### src/rtl/instr_rom.sv
// instr_rom
// Read-only instruction memory for the fetch stage. The program lives in a
// constant table inside this file; the word at word address PCF is returned
// on InstrF one clock after it is presented.
//
// Ports:
//   clk     system clock, all state updates on the rising edge
//   reset   synchronous, active-high; clears InstrF on the edge it is seen
//   PCF     word address (index, not byte address) of the instruction
//   InstrF  registered instruction word, BITS_DATA wide
module instr_rom #(
    parameter int BITS_DATA = 32,
    parameter int BITS_ADDR = 5
) (
    input  logic                 clk,
    input  logic                 reset,
    input  logic [BITS_ADDR-1:0] PCF,
    output logic [BITS_DATA-1:0] InstrF
);

    // Program content. Editing the program means editing only this table;
    // any address past the last entry reads as zero.
    localparam int PROG_LEN = 21;
    localparam logic [31:0] PROGRAM [PROG_LEN] = '{
        32'h00500113,  //  0
        32'h00C00193,  //  1
        32'hFF718393,  //  2
        32'h0023E233,  //  3
        32'h0041F2B3,  //  4
        32'h004282B3,  //  5
        32'h02728863,  //  6
        32'h0041A233,  //  7
        32'h00020463,  //  8
        32'h00000293,  //  9
        32'h0023A233,  // 10
        32'h005203B3,  // 11
        32'h402383B3,  // 12
        32'h0471AA23,  // 13
        32'h06002103,  // 14
        32'h005104B3,  // 15
        32'h008001EF,  // 16
        32'h00100113,  // 17
        32'h00910133,  // 18
        32'h0221A023,  // 19
        32'h00210063   // 20
    };

    logic [31:0]          word_raw;
    logic [BITS_DATA-1:0] instr_d;
    logic [BITS_DATA-1:0] instr_q;

    // Table lookup written as a compare loop so the address width and the
    // table length can differ without an out-of-bounds index.
    always_comb begin
        word_raw = 32'h0000_0000;
        for (int i = 0; i < PROG_LEN; i++) begin
            if (int'(PCF) == i) begin
                word_raw = PROGRAM[i];
            end
        end
        // Size cast zero-extends for wider words and keeps the LSBs for
        // narrower ones.
        instr_d = BITS_DATA'(word_raw);
    end

    always_ff @(posedge clk) begin
        if (reset) begin
            instr_q <= '0;
        end else begin
            instr_q <= instr_d;
        end
    end

    assign InstrF = instr_q;

endmodule

### config.mk
export PLATFORM = sky130hd
export DESIGN_NAME = instr_rom
export DESIGN_NICKNAME = d
export VERILOG_FILES = /design/src/rtl/instr_rom.sv
export SDC_FILE = /design/constraint.sdc
export NUM_CORES = 1
export LEC_CHECK = 0
export CAP_MARGIN = 20
export CORE_MARGIN = 2
export CORE_UTILIZATION = 49
export CTS_CLUSTER_DIAMETER = 30
export CTS_CLUSTER_SIZE = 24
export DETAILED_ROUTE_END_ITERATION = 16
export GPL_ROUTABILITY_DRIVEN = 0
export GPL_TIMING_DRIVEN = 0
export PLACE_DENSITY = 0.94
export RECOVER_POWER = 50
export SETUP_SLACK_MARGIN = 0.15
export SYNTH_ARGS = -nofsm -noshare
export SYNTH_HDL_FRONTEND = slang
export SYNTH_SLANG_ARGS = --single-unit
### constraint.sdc
create_clock -name clk -period 2.9 [get_ports clk]
set_input_delay 0.29 -clock clk [delete_from_list [all_inputs] [get_ports clk]]
set_output_delay 0.29 -clock clk [all_outputs]
set_load 0.01 [all_outputs]
==> results of run 1 <==
-- worst max-delay path, stage by stage --
cell           delay [ns]
dlygate4sd3_1        0.57
clkbuf_1             0.38
clkbuf_1             0.47
nand3_1              0.20
a221oi_2             0.26
-- worst paths after layout --
path / slack [ns] / to / cells past startpoint / start
setup / recovery: 0.96 / InstrF[4] / 5 / PCF[1]
hold / removal: 0.28 / InstrF[4] / 2 / reset
-- kinds of logic after synthesis --
group | Yosys count | share of synthesized area (%)
AND/OR/NAND/NOR | 61 | 25.8
AO/OA/AOI/OAI | 38 | 19.6
buffers and inverters | 27 | 12.7
flip-flops | 24 | 37.8
multiplexers | 4 | 3.15
XOR/XNOR | 1 | 0.689
other | 1 | 0.295
-- layer usage --
layer | track usage [%] | vias to the layer above
li1 | - | 609
met1 | 29.9 | 572
met2 | 37.1 | 100
met3 | 4.03 | 13
met4 | 11.8 | 0
met5 | 0 | -
-- synthesized netlist by cell type (all sizes together), types with 3 or more instances --
master	instances
dfxtp	24
clkbuf	3
buf	22
nor3	6
nor2b	3
nand2	7
nand3	4
nor2	22
o21ai	7
a21oi	13
a211oi	5
nand2b	5
nor4	3
mux2i	4
-- cell type report --
cell class	instances	area, µm²	share of cell area, %
buffer	25	149	8.89
clock buffer	3	22.5	1.34
multi-input combinational	106	618	36.9
inverter	2	7.51	0.448
tap	30	37.5	2.24
timing repair buffer	33	330	19.7
sequential	24	480	28.7
clock inverter	1	30.0	1.79
-- through the flow --
step	power, W	instance area [µm²]
finish	0.000740	1680
global route	0.000768	1680
CTS	0.000745	1700
detailed placement	0.000512	1640
global placement	0.000507	1640
floorplan	0.000456	1270
-- power breakdown --
part	total (W)	switching [W]	leakage [nW]	internal (W)
Clock	0.000236	0.0000964	0.0279	0.000140
Sequential	0.000347	0.00000317	0.197	0.000344
Combinational	0.000156	0.0000876	0.469	0.0000686
Total	0.000740	0.000187	0.693	0.000552
==> results.json, run 1 <==
{
  "fp.coreArea_um2": 2480,
  "timing.final.ws_setup_ns": 0.960,
  "tritoncts.num_buffers": 3,
  "timing.hold.worst.class": "in -> reg",
  "postCtsSetupRepairBufs": 0,
  "maxClockFrequency_mhz": 515,
  "top_signal_layer_used": "met4",
  "postRouteWirelength_um": 3210,
  "synth_enable_flop_cells": 0,
  "gr-total-overflow": 0,
  "timing.final.setup_violations": 0,
  "cellLeakagePower_nw": 0.693,
  "final_standard_cell_count_with_taps_included_and_fillers_excluded": 224,
  "finish.net_count": 202,
  "dp_hpwl_um": 2180,
  "place.port_buffers": 33,
  "antenna_found_initial": 0,
  "clock-sinks": 24,
  "fillerInstances": 205,
  "viasPerCell": 5.78,
  "synth_cell_type_count": 41,
  "detailedRoute.firstPassIterationCount": 5,
  "maxCapViolations": 0,
  "drc": 0,
  "tritoncts": "built",
  "routed_wire_length_per_instance_um": 14.3,
  "global_route_wire_length_before_repair_um": 5000,
  "path_class": "in -> reg",
  "synth.yosys.seq_area_share_pct": 37.8,
  "rows": 18,
  "vdd.ir_drop.worst_mv": 0.329,
  "clk_pin_slew_worst_paths_ns": 0.12,
  "async_set_reset_flop_share_out_of_synthesis_pct": 0,
  "postCtsResizedCells": 0,
  "worstMarginPinSlew_ns": 0.519,
  "final.setup.tns_ns": 0,
  "slew_violations": 0,
  "netlist.area_leader.share_pct": 37.8,
  "ctsHtreeMaxLevel": 1,
  "ys_top_cells_by_area": "dfxtp_1 (38%), nor2_1 (6.2%), a21oi_1 (5.1%)",
  "cts-root-to-sink-buffers": 2,
  "timing.critical_path.to_type": "flip-flop",
  "groute.usage.overall_pct": 23.2,
  "rsz0062_at_grt": "no",
  "routed_vias": 1294,
  "cts_hold_buf": 0,
  "post-place-cells": 220,
  "post_synth_design_cell_area_um2": 1270,
  "cellPowerDensity_nw_per_um2": 441,
  "timing.max_slew.rel_slack_pct": 65.4,
  "vias_in_the_first_global_route": 1115,
  "setup.worst_path.start_class": "primary input",
  "floorplan.die.height_um": 54.9,
  "grt_start_max_net_pins": 15,
  "ios": 39,
  "dr_wl_met2_um": 1570,
  "detail_route.iter0.violations": 66,
  "syn-instance-count": 156,
  "initial_utilization_pct": 51.3,
  "drive_gt1_share_pct": 14.9,
  "data_required_time_at_the_worst_endpoint_ns": 3.13,
  "final.min_clock_period_ns": 1.94,
  "final_hold_slack_ns": 0.279,
  "mostFrequentLayoutCell": "dfxtp_1",
  "worst_ep_arrival_time_ns": 2.17,
  "antenna_left": 0,
  "die-area_um2": 3020,
  "final_core_utilization_pct": 67.6,
  "flip_flop_count_of_the_largest_register_all_copies_and_words_added": 24,
  "antennaDiodeCount": 0,
  "clockRootBuffer": "clkbuf_4",
  "mean_post_synth_cell_area_um2": 8.15,
  "yosys_warnings": 0,
  "preCtsSetupSlack_ns": 1.07,
  "status": "finished clean",
  "synth-seq-cells": 24,
  "yosysTopAreaCell": "dfxtp_1",
  "route.layer.met1.wl_um": 1220,
  "die-width_um": 54.9,
  "ys_dominant_reg_cell": "dfxtp_1",
  "timing.critical_path.fanout_max": 10,
  "layout_common_cells": "dfxtp_1 (24), nor2_1 (21), dlygate4sd3_1 (17), clkdlybuf4s50_1 (16), a21oi_1 (13)",
  "timing_hold_violations_final": 0,
  "layout-area-overhead-vs-synth_pct": 31.8,
  "period_share_pct": 66.9,
  "met3RoutedLength_um": 323
}
Power figures use the tool's default switching activity.
==> inputs of run 2 (changes only) <==
Settings changed: CORE_UTILIZATION 49 to 46, PLACE_DENSITY 0.94 to 0.9.
Clock period 2.9 ns to 1.9 ns, I/O delays scaled along.
==> results.json, run 2 (synthesis gave the netlist of run 1 again) <==
{
  "status": "finished clean",
  "grt_start_max_net_pins": 14,
  "antennaDiodeCount": 0,
  "rows": 19,
  "detailedRoute.firstPassIterationCount": 4,
  "placement.cell_area_um2": 1640,
  "place.port_buffers": 33,
  "maxClockFrequency_mhz": 597,
  "vdd.ir_drop.worst_mv": 0.395,
  "finish.net_count": 202,
  "rsz0062_at_grt": "no",
  "min_from": "reset",
  "layout-area-overhead-vs-synth_pct": 30.7,
  "cellLeakagePower_nw": 0.686,
  "ctsHtreeMaxLevel": 1,
  "dr_wl_met2_um": 1340,
  "postCtsSetupRepairBufs": 0,
  "holdPathStages": 2,
  "timing.critical_path.to_type": "flip-flop",
  "fin_area_um2": 1660,
  "groute.usage.overall_pct": 19.6,
  "clk_pin_slew_worst_paths_ns": 0.12,
  "antenna_found_initial": 0,
  "routed_wire_length_per_instance_um": 13.0,
  "die-area_um2": 3200,
  "layout_common_cells": "dfxtp_1 (24), nor2_1 (21), clkdlybuf4s50_1 (17), dlygate4sd3_1 (16), a21oi_1 (13)",
  "dp_hpwl_um": 2130,
  "postRouteWirelength_um": 2930,
  "clock-sinks": 24,
  "crit_path_max_incr_delay_ns": 0.66,
  "final.min_clock_period_ns": 1.67,
  "route.layer.met1.wl_um": 1200,
  "worstPathCellList": "dlygate4sd3_1, clkbuf_1, buf_2, a21oi_1, a211oi_1",
  "die-width_um": 56.6,
  "power.share.combinational_pct": 22.8,
  "timing_hold_violations_final": 0,
  "data_required_time_at_the_worst_endpoint_ns": 2.12,
  "floorplan.die.height_um": 56.6,
  "met3RoutedLength_um": 330,
  "drc": 0,
  "drive_gt1_share_pct": 15.5,
  "timing.final.setup_violations": 0,
  "tritoncts.num_buffers": 3,
  "period_share_pct": 88.1,
  "postCtsResizedCells": 0,
  "cts-root-to-sink-buffers": 2,
  "timing.critical_path.fanout_max": 10,
  "pwr-share-clk_pct": 25.3,
  "clockRootBuffer": "clkbuf_4",
  "initial_utilization_pct": 47.3,
  "slew_violations": 0,
  "path_class": "in -> reg",
  "ios": 39,
  "power.switching_w": 0.000276,
  "cellPowerDensity_nw_per_um2": 616,
  "detail_route.iter0.violations": 52,
  "antenna_left": 0,
  "final.setup.tns_ns": 0,
  "maxCapViolations": 0,
  "design_power_total_w": 0.00102,
  "routed_vias": 1266,
  "global_route_wire_length_before_repair_um": 5000,
  "power.sequential.fraction_pct": 51.9,
  "top_signal_layer_used": "met4",
  "worst_ep_arrival_time_ns": 1.89,
  "fp.coreArea_um2": 2690,
  "cts_hold_buf": 0,
  "fillerInstances": 253,
  "timing.hold.worst.class": "in -> reg",
  "sw_frac_of_total_pct": 26.9,
  "setup.worst_path.start_class": "primary input",
  "timing.final.ws_setup_ns": 0.226,
  "flip_flop_count_of_the_largest_register_all_copies_and_words_added": 24,
  "final_core_utilization_pct": 61.9,
  "preCtsSetupSlack_ns": 0.187,
  "vias_in_the_first_global_route": 1120,
  "viasPerCell": 5.63,
  "gr-total-overflow": 0,
  "hold_end": "InstrF[4]",
  "critical-path-slowest-cell": "dlygate4sd3_1",
  "tritoncts": "built",
  "p_int_w": 0.000747,
  "mostFrequentLayoutCell": "dfxtp_1"
}
==> run 2: changes by cell type in the layout (fill, tap and decap cells not counted), sizes merged <==
cell,delta
buf,+1
bufinv,-1
clkdlybuf4s50,+1
dlygate4sd3,-1
==> run 2: power groups by stage <==
| stage | clock network, W | logic (W) | registers, W |
|---|---|---|---|
| floorplan | 0 | 0.000141 | 0.000555 |
| global placement | 0 | 0.000236 | 0.000542 |
| detailed placement | 0 | 0.000239 | 0.000543 |
| CTS | 0.000269 | 0.000239 | 0.000532 |
| global route | 0.000298 | 0.000254 | 0.000533 |
| finish | 0.000259 | 0.000233 | 0.000530 |
==> run 2: layer usage <==
layer  vias up  GRT usage [%]
li1        604              -
met1       567           26.1
met2        84           29.7
met3        11           4.38
met4         0           9.18
met5         -              0
==> run 2: how the worst max path moves through the flow <==
| stage | from | end | cells after the start |
|---|---|---|---|
| final | PCF[2] | InstrF[21] | 5 |
| after floorplan | PCF[0] | InstrF[4] | 5 |
| after detailed placement | PCF[3] | InstrF[20] | 6 |
| after global routing | PCF[2] | InstrF[9] | 5 |
| after CTS | InstrF[29] | InstrF[27] | 2 |
| after global placement | PCF[3] | InstrF[20] | 6 |
==> run 2: layout make-up <==
class / count / area [µm²] / share of cell area, %
flip-flops and latches: 24 / 480 / 28.9
clock buffers: 4 / 36.3 / 2.18
multi-input cells: 106 / 618 / 37.2
repair buffers: 33 / 330 / 19.9
well taps: 31 / 38.8 / 2.33
plain buffers: 25 / 150 / 9.04
inverters: 2 / 7.51 / 0.452
==> run 2: critical path, delay by kind of cell <==
kind / cells / cell delay, ns
buf+inv: 3 / 1.35
compound gates: 2 / 0.34
==> run 2: metrics by stage <==
| step | cells | hold WS (ns) |
|---|---|---|
| floorplan | 157 | 0.386 |
| global placement | 221 | 0.501 |
| detailed placement | 221 | 0.502 |
| CTS | 225 | 0.163 |
| global route | 225 | 0.164 |
| finish | 225 | 0.172 |
==> inputs of run 3 (changes only) <==
Settings changed: PLACE_DENSITY 0.9 to 0.79.
==> results.json, run 3 (synthesis gave the netlist of run 1 again) <==
{
  "vias_in_the_first_global_route": 1167,
  "layout_common_cells": "dfxtp_1 (24), nor2_1 (21), clkdlybuf4s50_1 (17), dlygate4sd3_1 (16), a21oi_1 (13)",
  "detailedRoute.firstPassIterationCount": 4,
  "path_class": "in -> reg",
  "cts_hold_buf": 0,
  "postRouteWirelength_um": 3110,
  "antenna_left": 0,
  "die-area_um2": 3200,
  "die-width_um": 56.6,
  "antennaDiodeCount": 0,
  "sw_frac_of_total_pct": 27.6,
  "final.setup.tns_ns": 0,
  "pwr-share-clk_pct": 25.7,
  "timing.critical_path.fanout_max": 7,
  "worst_ep_arrival_time_ns": 1.90,
  "multiInputGateArea_um2": 618,
  "layout-area-overhead-vs-synth_pct": 30.7,
  "mostFrequentLayoutCell": "dfxtp_1",
  "fillerInstances": 251,
  "global_route_wire_length_before_repair_um": 5280,
  "floorplan.die.height_um": 56.6,
  "timing.hold.worst.class": "in -> reg",
  "postCtsResizedCells": 0,
  "rows": 19,
  "maxClockFrequency_mhz": 609,
  "initial_utilization_pct": 47.3,
  "data_required_time_at_the_worst_endpoint_ns": 2.15,
  "clk_pin_slew_worst_paths_ns": 0.12,
  "routed_wire_length_per_instance_um": 13.8,
  "p_int_w": 0.000747,
  "setup.worst_path.start_class": "primary input",
  "power.share.combinational_pct": 22.9,
  "fp.coreArea_um2": 2690,
  "postCtsSetupRepairBufs": 0,
  "ctsHtreeMaxLevel": 1,
  "power.sequential.fraction_pct": 51.4,
  "timing.final.setup_violations": 0,
  "maxCapViolations": 0,
  "cellLeakagePower_nw": 0.685,
  "ios": 39,
  "cellPowerDensity_nw_per_um2": 621,
  "drive_gt1_share_pct": 15.5,
  "gr-total-overflow": 0,
  "timing_hold_violations_final": 0,
  "dp_hpwl_um": 2270,
  "antenna_found_initial": 0,
  "clock-sinks": 24,
  "viasPerCell": 5.61,
  "place.port_buffers": 33,
  "cts-root-to-sink-buffers": 2,
  "layout.area.seq_um2": 480,
  "power.switching_w": 0.000285,
  "tritoncts.num_buffers": 3,
  "final_hold_slack_ns": 0.163,
  "groute.usage.overall_pct": 20.7,
  "tritoncts": "built",
  "routed_vias": 1263,
  "vdd.ir_drop.worst_mv": 0.411,
  "slew_violations": 0,
  "post-place-cells": 221,
  "final.min_clock_period_ns": 1.64,
  "final_standard_cell_count_with_taps_included_and_fillers_excluded": 225,
  "detail_route.iter0.violations": 62,
  "grt_start_max_net_pins": 14,
  "drc": 0,
  "timing.critical_path.to_type": "flip-flop",
  "design_power_total_w": 0.00103,
  "rsz0062_at_grt": "no",
  "period_share_pct": 86.4,
  "status": "finished clean",
  "clockRootBuffer": "clkbuf_4",
  "finish.net_count": 202,
  "flip_flop_count_of_the_largest_register_all_copies_and_words_added": 24
}
-- run 3: cell counts in the layout (fill, tap and decap cells not counted) --
No cell type changed its count.
-- run 3: layout make-up --
cell class              count  area share (%)
clock buffers               4            2.18
multi-input cells         106            37.2
repair buffers             33            19.9
well taps                  31            2.33
flip-flops and latches     24            28.9
inverters                   2           0.452
plain buffers              25            9.04
-- run 3: layer usage --
metal  GRT usage, %  routed length, µm  vias up
met5              0                  0        -
met4           9.18                 74        0
met3           4.61                366       11
met2           33.4               1400       89
met1           26.2               1270      563
li1               -                  -      600
-- run 3: power by group through the flow --
stage	clock (W)	combinational, W	sequential [W]
2_1_floorplan	0	0.000141	0.000555
3_3_place_gp	0	0.000237	0.000542
3_5_place_dp	0	0.000241	0.000543
4_1_cts	0.000273	0.000242	0.000531
5_1_grt	0.000290	0.000257	0.000533
6_report	0.000266	0.000236	0.000530
-- run 3: metrics by stage --
stage	worst slack [ns]	util [%]	cell area (µm²)
3_3_place_gp	0.146	61.2	1640
3_5_place_dp	0.119	61.2	1640
2_1_floorplan	0.800	-	1270
4_1_cts	0.293	62.6	1680
6_report	0.258	61.9	1660
5_1_grt	0.186	61.9	1660
-- run 3: worst paths after layout --
path / startpoint / endpoint / cells after the start
min: reset / InstrF[4] / 2
max: PCF[2] / InstrF[7] / 6
-- run 3: worst max-delay path, stage by stage --
cell	delay, ns
dlygate4sd3_1	0.64
or2_1	0.27
clkbuf_1	0.20
nor2_4	0.13
nor4b_1	0.31
o21bai_1	0.16
